### src/rtl/wb_chk_chan.sv
// wb_chk_chan: one snooped channel; captures a write, waits CHECK_DLY cycles, then compares.
module wb_chk_chan #(
    parameter int CHECK_DLY = 2
) (
    input  logic        clk,
    input  logic        rst,
    input  logic        clr,
    input  logic        hit,
    input  logic [31:0] wdat_i,
    input  logic [31:0] dut_val_i,
    output logic        pending_o,
    output logic        cmp_vld_o,
    output logic        cmp_ok_o,
    output logic [31:0] cap_o
);
    logic        pending_q, pending_d;
    logic [3:0]  cnt_q, cnt_d;
    logic [31:0] cap_q, cap_d;
    always_comb begin
        cmp_vld_o = pending_q & (cnt_q == '0) & ~hit & ~clr;
        pending_d = clr ? 1'b0 : hit ? 1'b1 : cmp_vld_o ? 1'b0 : pending_q;
        cnt_d     = hit ? 4'(CHECK_DLY) : (pending_q && cnt_q != '0) ? cnt_q - 4'd1 : cnt_q;
        cap_d     = hit ? wdat_i : cap_q;
    end
    always_ff @(posedge clk or posedge rst)
        if (rst) begin
            pending_q <= 1'b0;
            cnt_q     <= '0;
            cap_q     <= '0;
        end else begin
            pending_q <= pending_d;
            cnt_q     <= cnt_d;
            cap_q     <= cap_d;
        end
    assign pending_o = pending_q;
    assign cmp_ok_o  = cap_q == dut_val_i;
    assign cap_o     = cap_q;
endmodule

### config.mk
export PLATFORM = sky130hd
export DESIGN_NAME = wb_chk_chan
export DESIGN_NICKNAME = d
export VERILOG_FILES = /design/src/rtl/wb_chk_chan.sv
export SDC_FILE = /design/constraint.sdc
export NUM_CORES = 1
export LEC_CHECK = 0
export ABC_CLOCK_PERIOD_IN_PS = 4000
export CAP_MARGIN = 25
export CORE_AREA = 2 2 81 83
export CTS_CLUSTER_SIZE = 8
export DETAILED_ROUTE_END_ITERATION = 8
export DIE_AREA = 0 0 83 85
export PLACE_DENSITY = 0.66
export RECOVER_POWER = 50
export SKIP_LAST_GASP = 1
export SLEW_MARGIN = 10
export SYNTH_ARGS = -nofsm -noshare
export SYNTH_HDL_FRONTEND = slang
export SYNTH_SLANG_ARGS = --single-unit
### constraint.sdc
create_clock -name clk -period 4 [get_ports clk]
set_input_delay 0.4 -clock clk [delete_from_list [all_inputs] [get_ports clk]]
set_output_delay 0.4 -clock clk [all_outputs]
set_load 0.01 [all_outputs]
=== Yosys cells after proc, flatten, opt, wreduce, memory -nomap -nowiden ===
Cells that the tools add are included.

* $add $sub $neg: 1
* Equal/unequal tests: 1
* Multiplexer cells: 5
* Bitwise operators: 5
* Reduce and logical (&&, ||, !) cells: 5

{| class="wikitable"
|+ Operators with widths
! kind !! count
|-
| 32-bit equality test || 1
|-
| 4-bit 2-to-1 mux || 2
|-
| 4-bit zero test || 1
|-
| 4-bit nonzero test || 1
|-
| 4-bit by 1-bit subtractor with 4-bit output (second input constant) || 1
|-
| 1-bit AND || 3
|-
| 1-bit 2-to-1 mux || 3
|-
| 3-bit nonzero test || 1
|-
| 1-bit NOT || 2
|-
| 2-bit nonzero test || 1
|-
| 1-bit logical AND || 1
|}

* Flip-flop bits (word level): 37
* Input bits: 68
* Output and inout bits: 35
* Logic and storage cells: 20

=== Longest topological paths before layout ===
* Depth in word-level cells: 7
* Depth in mapped cells: 6
* Depth with buffers taken out: 6

=== Worst setup path after synthesis ===
Ideal clock, no wire load.

* Kind: register -> output
* From: register cnt_q[0]
* To: output cmp_vld_o
* Arrival time: 1,450 ps
* Required time: 3,600 ps
* Slack: 2,150 ps
* Cell stages (with the launch flop): 5
* Path buffers: 0
* Cells stage by stage: dfrtp_1 -> inv_1 -> ha_1 -> or3b_4 -> nor4b_1

* Cells in the longest elaborated chain, start to end: 4

{| class="wikitable"
|+ Ends and longest elaborated chain
! item !! RTL line !! source
|-
| start: declaration || 17 || <nowiki>logic [3:0] cnt_q, cnt_d;</nowiki>
|-
| start signal: assignment || 32 || <nowiki>cnt_q <= cnt_d;</nowiki>
|-
| 4-bit zero test || 20 || <nowiki>cmp_vld_o = pending_q & (cnt_q == '0) & ~hit & ~clr;</nowiki>
|-
| 1-bit AND (3 in series) || 20 ||
|-
| end: declaration || 12 || <nowiki>output logic cmp_vld_o,</nowiki>
|}

Every way passes these cells.

=== Final worst setup path ===
* From: input hit
* To: output cmp_vld_o

* Cells in the longest elaborated chain, start to end: 3

{| class="wikitable"
|+ Ends and longest elaborated chain
! item !! RTL line !! source
|-
| start: declaration || 8 || <nowiki>input logic hit,</nowiki>
|-
| 1-bit NOT || 20 ||
|-
| 1-bit AND (2 in series) || 20 ||
|}

Every way passes these cells.

==> results.ini <==
[yosys]
synth.cells.most_frequent = dfrtp_1 (37), xor2_1 (34), mux2_2 (32)
ys_seq_area_share_pct = 51.60
yosys.area.top_type = dfrtp_1
yosys_warnings = 0
yosys-top-cells-area = dfrtp_1 (52%), mux2_2 (20%), xor2_1 (17%), nor4_1 (2.8%), ha_1 (1.4%)
synth_top_area_share_pct = 51.60
synth_ff_type = dfrtp_1
syn-instance-count = 137
synth.avg_cell_area_um2 = 13.10
synth_area_mm2 = 0.001794
synth_nets = 207
synth-async-reset-ratio_pct = 100.0
yosysMostFrequentCell = dfrtp_1
ys_ff_latch = 37
synth-edff-count = 0
ys_types = 17

[route]
antenna_left = 0
post_drt_wl_per_cell_um = 13.58
wl_met2_um = 2119
post_drt_via_cell_ratio = 4.488
vias = 1445
m1WireLength_um = 1880
drt_pass1_iterations = 2
highest_layer = met4
met3_wirelength_um = 332
drtIter0Drc = 30
drc = 0
routed_wl_um = 4372

[sta]
fin_skew_ps = 3.514
fin_crit_ps = 2978
setup_viol = 0
slew_viol_final = 39
maxSlewHeadroom_pct = -39.15
fin_setup_tns_ps = 0
period_share_pct = 74.45
setup_ws_ps = 1022
grt_setup_unrepaired = no
tightest_slew_ps = 2087
hold_viol = 0
max_freq_mhz = 335.8

[setup_path]
crit_path_max_fanout = 38
setup.worst_path.start = hit
startpoint_type = primary input
timing.rr.start = cnt_q[0]$_DFFE_PP0P_
reg2reg_depth = 6
r2r_end = cnt_q[2]$_DFFE_PP0P_
cp.required_ps = 3600
endpoint_kind = output port
critPathArrivalTime_ps = 2580
critical_path_class = primary input to output port
r2r_setup_slack_ps = 2430

[global_routing]
grt_pass1_vias = 1496
grt_pass1_wl_um = 7389
grt_max_degree = 39
overflow = 0
antenna_found_initial = 0
grtUsageTotal_pct = 13.13

[placed_design]
port_buffers = 102
place_ws_ps = 1294
gp_congestion = 0.7548
dp_hpwl_um = 3324

[finish]
multi_input_area_um2 = 837.1
drive_gt1_share_pct = 16.73
antennaDiodeCount = 0
fill_cells = 594
area.growth.synth_to_final_pct = 65.83
seqCellArea_um2 = 925.9
nets = 314

[status]
status = finished with violations
failed_checks = capacitance limit, slew limit

[power_and_ir_drop]
peakVddDrop_v = 0.0001406
leakage_uw = 0.001217
power_density_mw_per_mm2 = 323.0

[clock_tree]
h-tree-depth = 2
clock_path_buffers = 2
cts_resized = 0
clk_latency_ps = 290
holdBufCountCts = 0
postCtsSetupRepairBufs = 0
cts_tree = built
path_clk_slew_ps = 80
cts_sinks = 37
clock-root-buffer = clkbuf_8
cts_buffers = 5

[floorplanning]
start_util_pct = 28.92
dieArea_mm2 = 0.007055
row_count = 29
die_y_um = 85
die_x_um = 83
ioPinCount = 103
core_mm2 = 0.006205

[min_path]
min_path_type = primary input to async pin

[job]
maxCapViolations = 1

==> logic make-up (layout without fill, tap and decap cells) <==
family	count (synthesis)	in the layout	share of synthesized area [%]
AO/OA/AOI/OAI	2	2	0.7669
XOR/XNOR	35	35	17.09
adder cells (fa/ha/maj)	2	2	1.394
buffers and inverters	7	115	1.743
flip-flops	37	37	51.60
multiplexers	32	32	20.08
AND/OR/NAND/NOR	22	22	7.322
==> power breakdown <==
part / switching [uW] / total, uW / internal, uW
combinational: 89.4 / 261 / 172
sequential: 33.6 / 445 / 411
clock: 134 / 255 / 121
==> per-layer routing <==
metal | vias to the layer above | global-route usage (%)
li1 | 691 | -
met1 | 688 | 16.70
met2 | 61 | 21.04
met3 | 5 | 4.767
met4 | 0 | 4.024
met5 | - | 0
==> worst max-delay path by stage <==
stage	end	depth (start not counted)
after floorplan	cmp_vld_o	4
after global placement	cmp_ok_o	6
after global routing	cmp_vld_o	3
after CTS	cmp_ok_o	6
after detailed placement	cmp_ok_o	6
final	cmp_vld_o	3
==> final cells by class <==
class | instances | share of cell area (%)
Inverter | 3 | 0.3785
Clock inverter | 2 | 0.3364
Clock buffer | 6 | 2.439
Timing Repair Buffer | 104 | 34.36
Sequential cell | 37 | 31.12
Multi-Input combinational cell | 93 | 28.13
Tap cell | 77 | 3.238
==> cell usage in the layout (no fill, tap or decap), types with 2 or more instances in the layout <==
cell             Yosys  final
nand3_1              2      2
clkbuf_1             0      4
mux2_2              32     32
clkinv_2             0      2
ha_1                 2      2
nor2_1               6      6
clkdlybuf4s50_1      0    100
xor2_1              34     34
clkbuf_8             0      5
dfrtp_1             37     37
nor4_1               8      8
inv_1                3      3
nand4_1              2      2
==> sequential cells by signal, summed over array words and instances (netlist names) <==
name,flops
cap_o,32
pending_o,1
cnt_q,4
==> critical path, stage by stage <==
cell,delay (ps)
clkbuf_1,1460
nor4b_1,150
clkdlybuf4s50_1,560
==> per-stage QoR <==
step	area [um^2]	hold WS (ps)	cells	power (uW)	utilization [%]
detailed placement	2894	516.4	313	717.0	46.64
global route	2975	518.6	322	1023	47.95
global placement	2894	506.0	313	713.6	46.64
CTS	2977	532.6	321	979.2	47.97
floorplan	1794	466.4	137	560.0	-
finish	2975	497.9	322	961.0	47.95
Note: power is estimated with default switching activity, not from simulation.
==> RTL edit (same settings) <==
Register the input `wdat_i` before use. The logic sees it one clock later. The other inputs are not delayed to match.
--- a/src/rtl/wb_chk_chan.sv
+++ b/src/rtl/wb_chk_chan.sv
@@ -13,6 +13,13 @@
     output logic        cmp_ok_o,
     output logic [31:0] cap_o
 );
+
+    logic [31:0] wdat_q;
+
+    always_ff @(posedge clk) begin
+        wdat_q <= wdat_i;
+    end
+
     logic        pending_q, pending_d;
     logic [3:0]  cnt_q, cnt_d;
     logic [31:0] cap_q, cap_d;
@@ -20,7 +27,7 @@
         cmp_vld_o = pending_q & (cnt_q == '0) & ~hit & ~clr;
         pending_d = clr ? 1'b0 : hit ? 1'b1 : cmp_vld_o ? 1'b0 : pending_q;
         cnt_d     = hit ? 4'(CHECK_DLY) : (pending_q && cnt_q != '0) ? cnt_q - 4'd1 : cnt_q;
-        cap_d     = hit ? wdat_i : cap_q;
+        cap_d     = hit ? wdat_q : cap_q;
     end
     always_ff @(posedge clk or posedge rst)
         if (rst) begin
Formal check against the unedited RTL: not equivalent (Yosys sat finds a counterexample within 4 cycles, from zero or initial values and one cycle with rst high).
==> RTL edit against the original RTL <==
The flow still finishes with violations (capacitance limit, slew limit). Clock skew is 0.85 ps higher. Via count is 14% higher. Power is 61% higher. Die area stayed put. Synthesized area is 36% higher. Count of clock-buffer cells in the layout is 9 higher. Sequential cell count is 32 higher. Worst setup slack better by 320 ps. Routed wire length is 11% higher. Cell area is 25% higher. Clock power is 99% higher. Global-route usage is 1.9 points higher.
==> RTL edit: results (changes against the original RTL) <==
distinct cell type count of the synthesized netlist=18 (+1); Syn Inst Count=169 (+23%); uppermost layer routed=met4; H-tree levels=3 (+1); DRT iter0 DRCs=37 (+23%); GR Util met3=4.86% (+0.097 points); HP Class=flop to flop; vias in the first global route=1807 (+21%); MaxCap Viol Count=2 (+1); number of diodes=0 (unchanged); net count after synthesis=239 (+15%); Top delay family on crit path=buffers and inverters; Max Slew Vio Count=76 (+95%); met2 Use GR=24.9% (+3.9 points); leak pwr=0.00154 µW (+27%); fill cell count=531 (-11%); adder-cell share of the synthesized area=1.03% (-0.37 points); CP max FO=1 (-97%); XOR/XNOR Fraction of Synth Area=12.6% (-4.5 points); WL met1=2020 µm (+7.3%); DR vias/cell=4.54 (+1.2%); Met3 Wirelength=321 µm (-3.3%); Seq group=785 µW (+76%); status=complete, but fails checks; most frequent cells after synthesis=dfrtp_1 (37), xor2_1 (34), dfxtp_1 (32), mux2_2 (32), nor4_1 (8); Clock Skews=4.36 ps (+0.851 ps); worst IR drop on VDD=0.227 mV (+61%); worst slack, placed=1250 ps (-46.3 ps); Comb group=255 µW (-2%); DR WL/cell=13.4 µm (-1.6%); metal2 WL=2390 µm (+13%); number of antenna violations at the first check in global routing=0 (unchanged); placed insts=346 (+11%); mux contribution to synthesized area=14.8% (-5.3 points); failing checks=capacitance limit, slew limit; largest net degree at the start of global routing=38 (-2.6%); Total GRT Usage=15.0% (+1.9 points); share of layout cells above drive strength 1=16.8% (+0.11 points); slowest CP cell=clkdlybuf4s50_1; port bufs=102 (unchanged); CP peak stage delay=570 ps (-890 ps); most area-consuming cells after synthesis=dfrtp_1 (38%), dfxtp_1 (26%), mux2_2 (15%); met1 global-route usage=17.4% (+0.68 points); Async SR Flop Fraction=53.6% (-46 points); Clock Latency Late Sink=320 ps (+30 ps); first-pass GRT wire length=8270 µm (+12%); register area share after synthesis=64.3% (+13 points); CTS buffer count=9 (+4); complex-gate fraction of the synthesized area=0.565% (-0.20 points); Placer Congestion=0.772 (+2.3%); CP Data Arrival Time=2260 ps (-320 ps); switching portion of total power=23.2% (-3.6 points); HPWL after DPL=3500 µm (+5.2%); Routed WL=4840 µm (+11%); Initial DRT Pass Iterations=3 (+1); Slew HR=-36.6% (+2.5 points)
-- RTL edit: layout make-up --
class	instances	share of cell area, %
Sequential cell	69	42.2
Multi-Input combinational cell	93	22.5
Clock inverter	1	0.135
Tap cell	77	2.59
Clock buffer	15	4.75
Timing Repair Buffer	104	27.5
Inverter	3	0.303
-- RTL edit: final timing paths --
check                                   from         to  slack [ps]  cells past startpoint
worst max-delay path            dut_val_i[3]   cmp_ok_o        1340                      6
worst min-delay path               wdat_q[6]   cap_o[6]         450                      1
worst max register to register      cnt_q[0]   cnt_q[2]        2430                      6
worst min register to register     wdat_q[6]   cap_o[6]         450                      1
max in group asynchronous                rst  cap_o[12]        1590                      3
min in group asynchronous                rst  cap_o[17]        1230                      3
-- RTL edit: metrics by stage --
step	total power [µW]	instance area, µm²
finish	1550	3720
floorplan	905	2430
global route	1630	3720
detailed placement	1070	3540
global placement	1060	3540
CTS	1580	3720
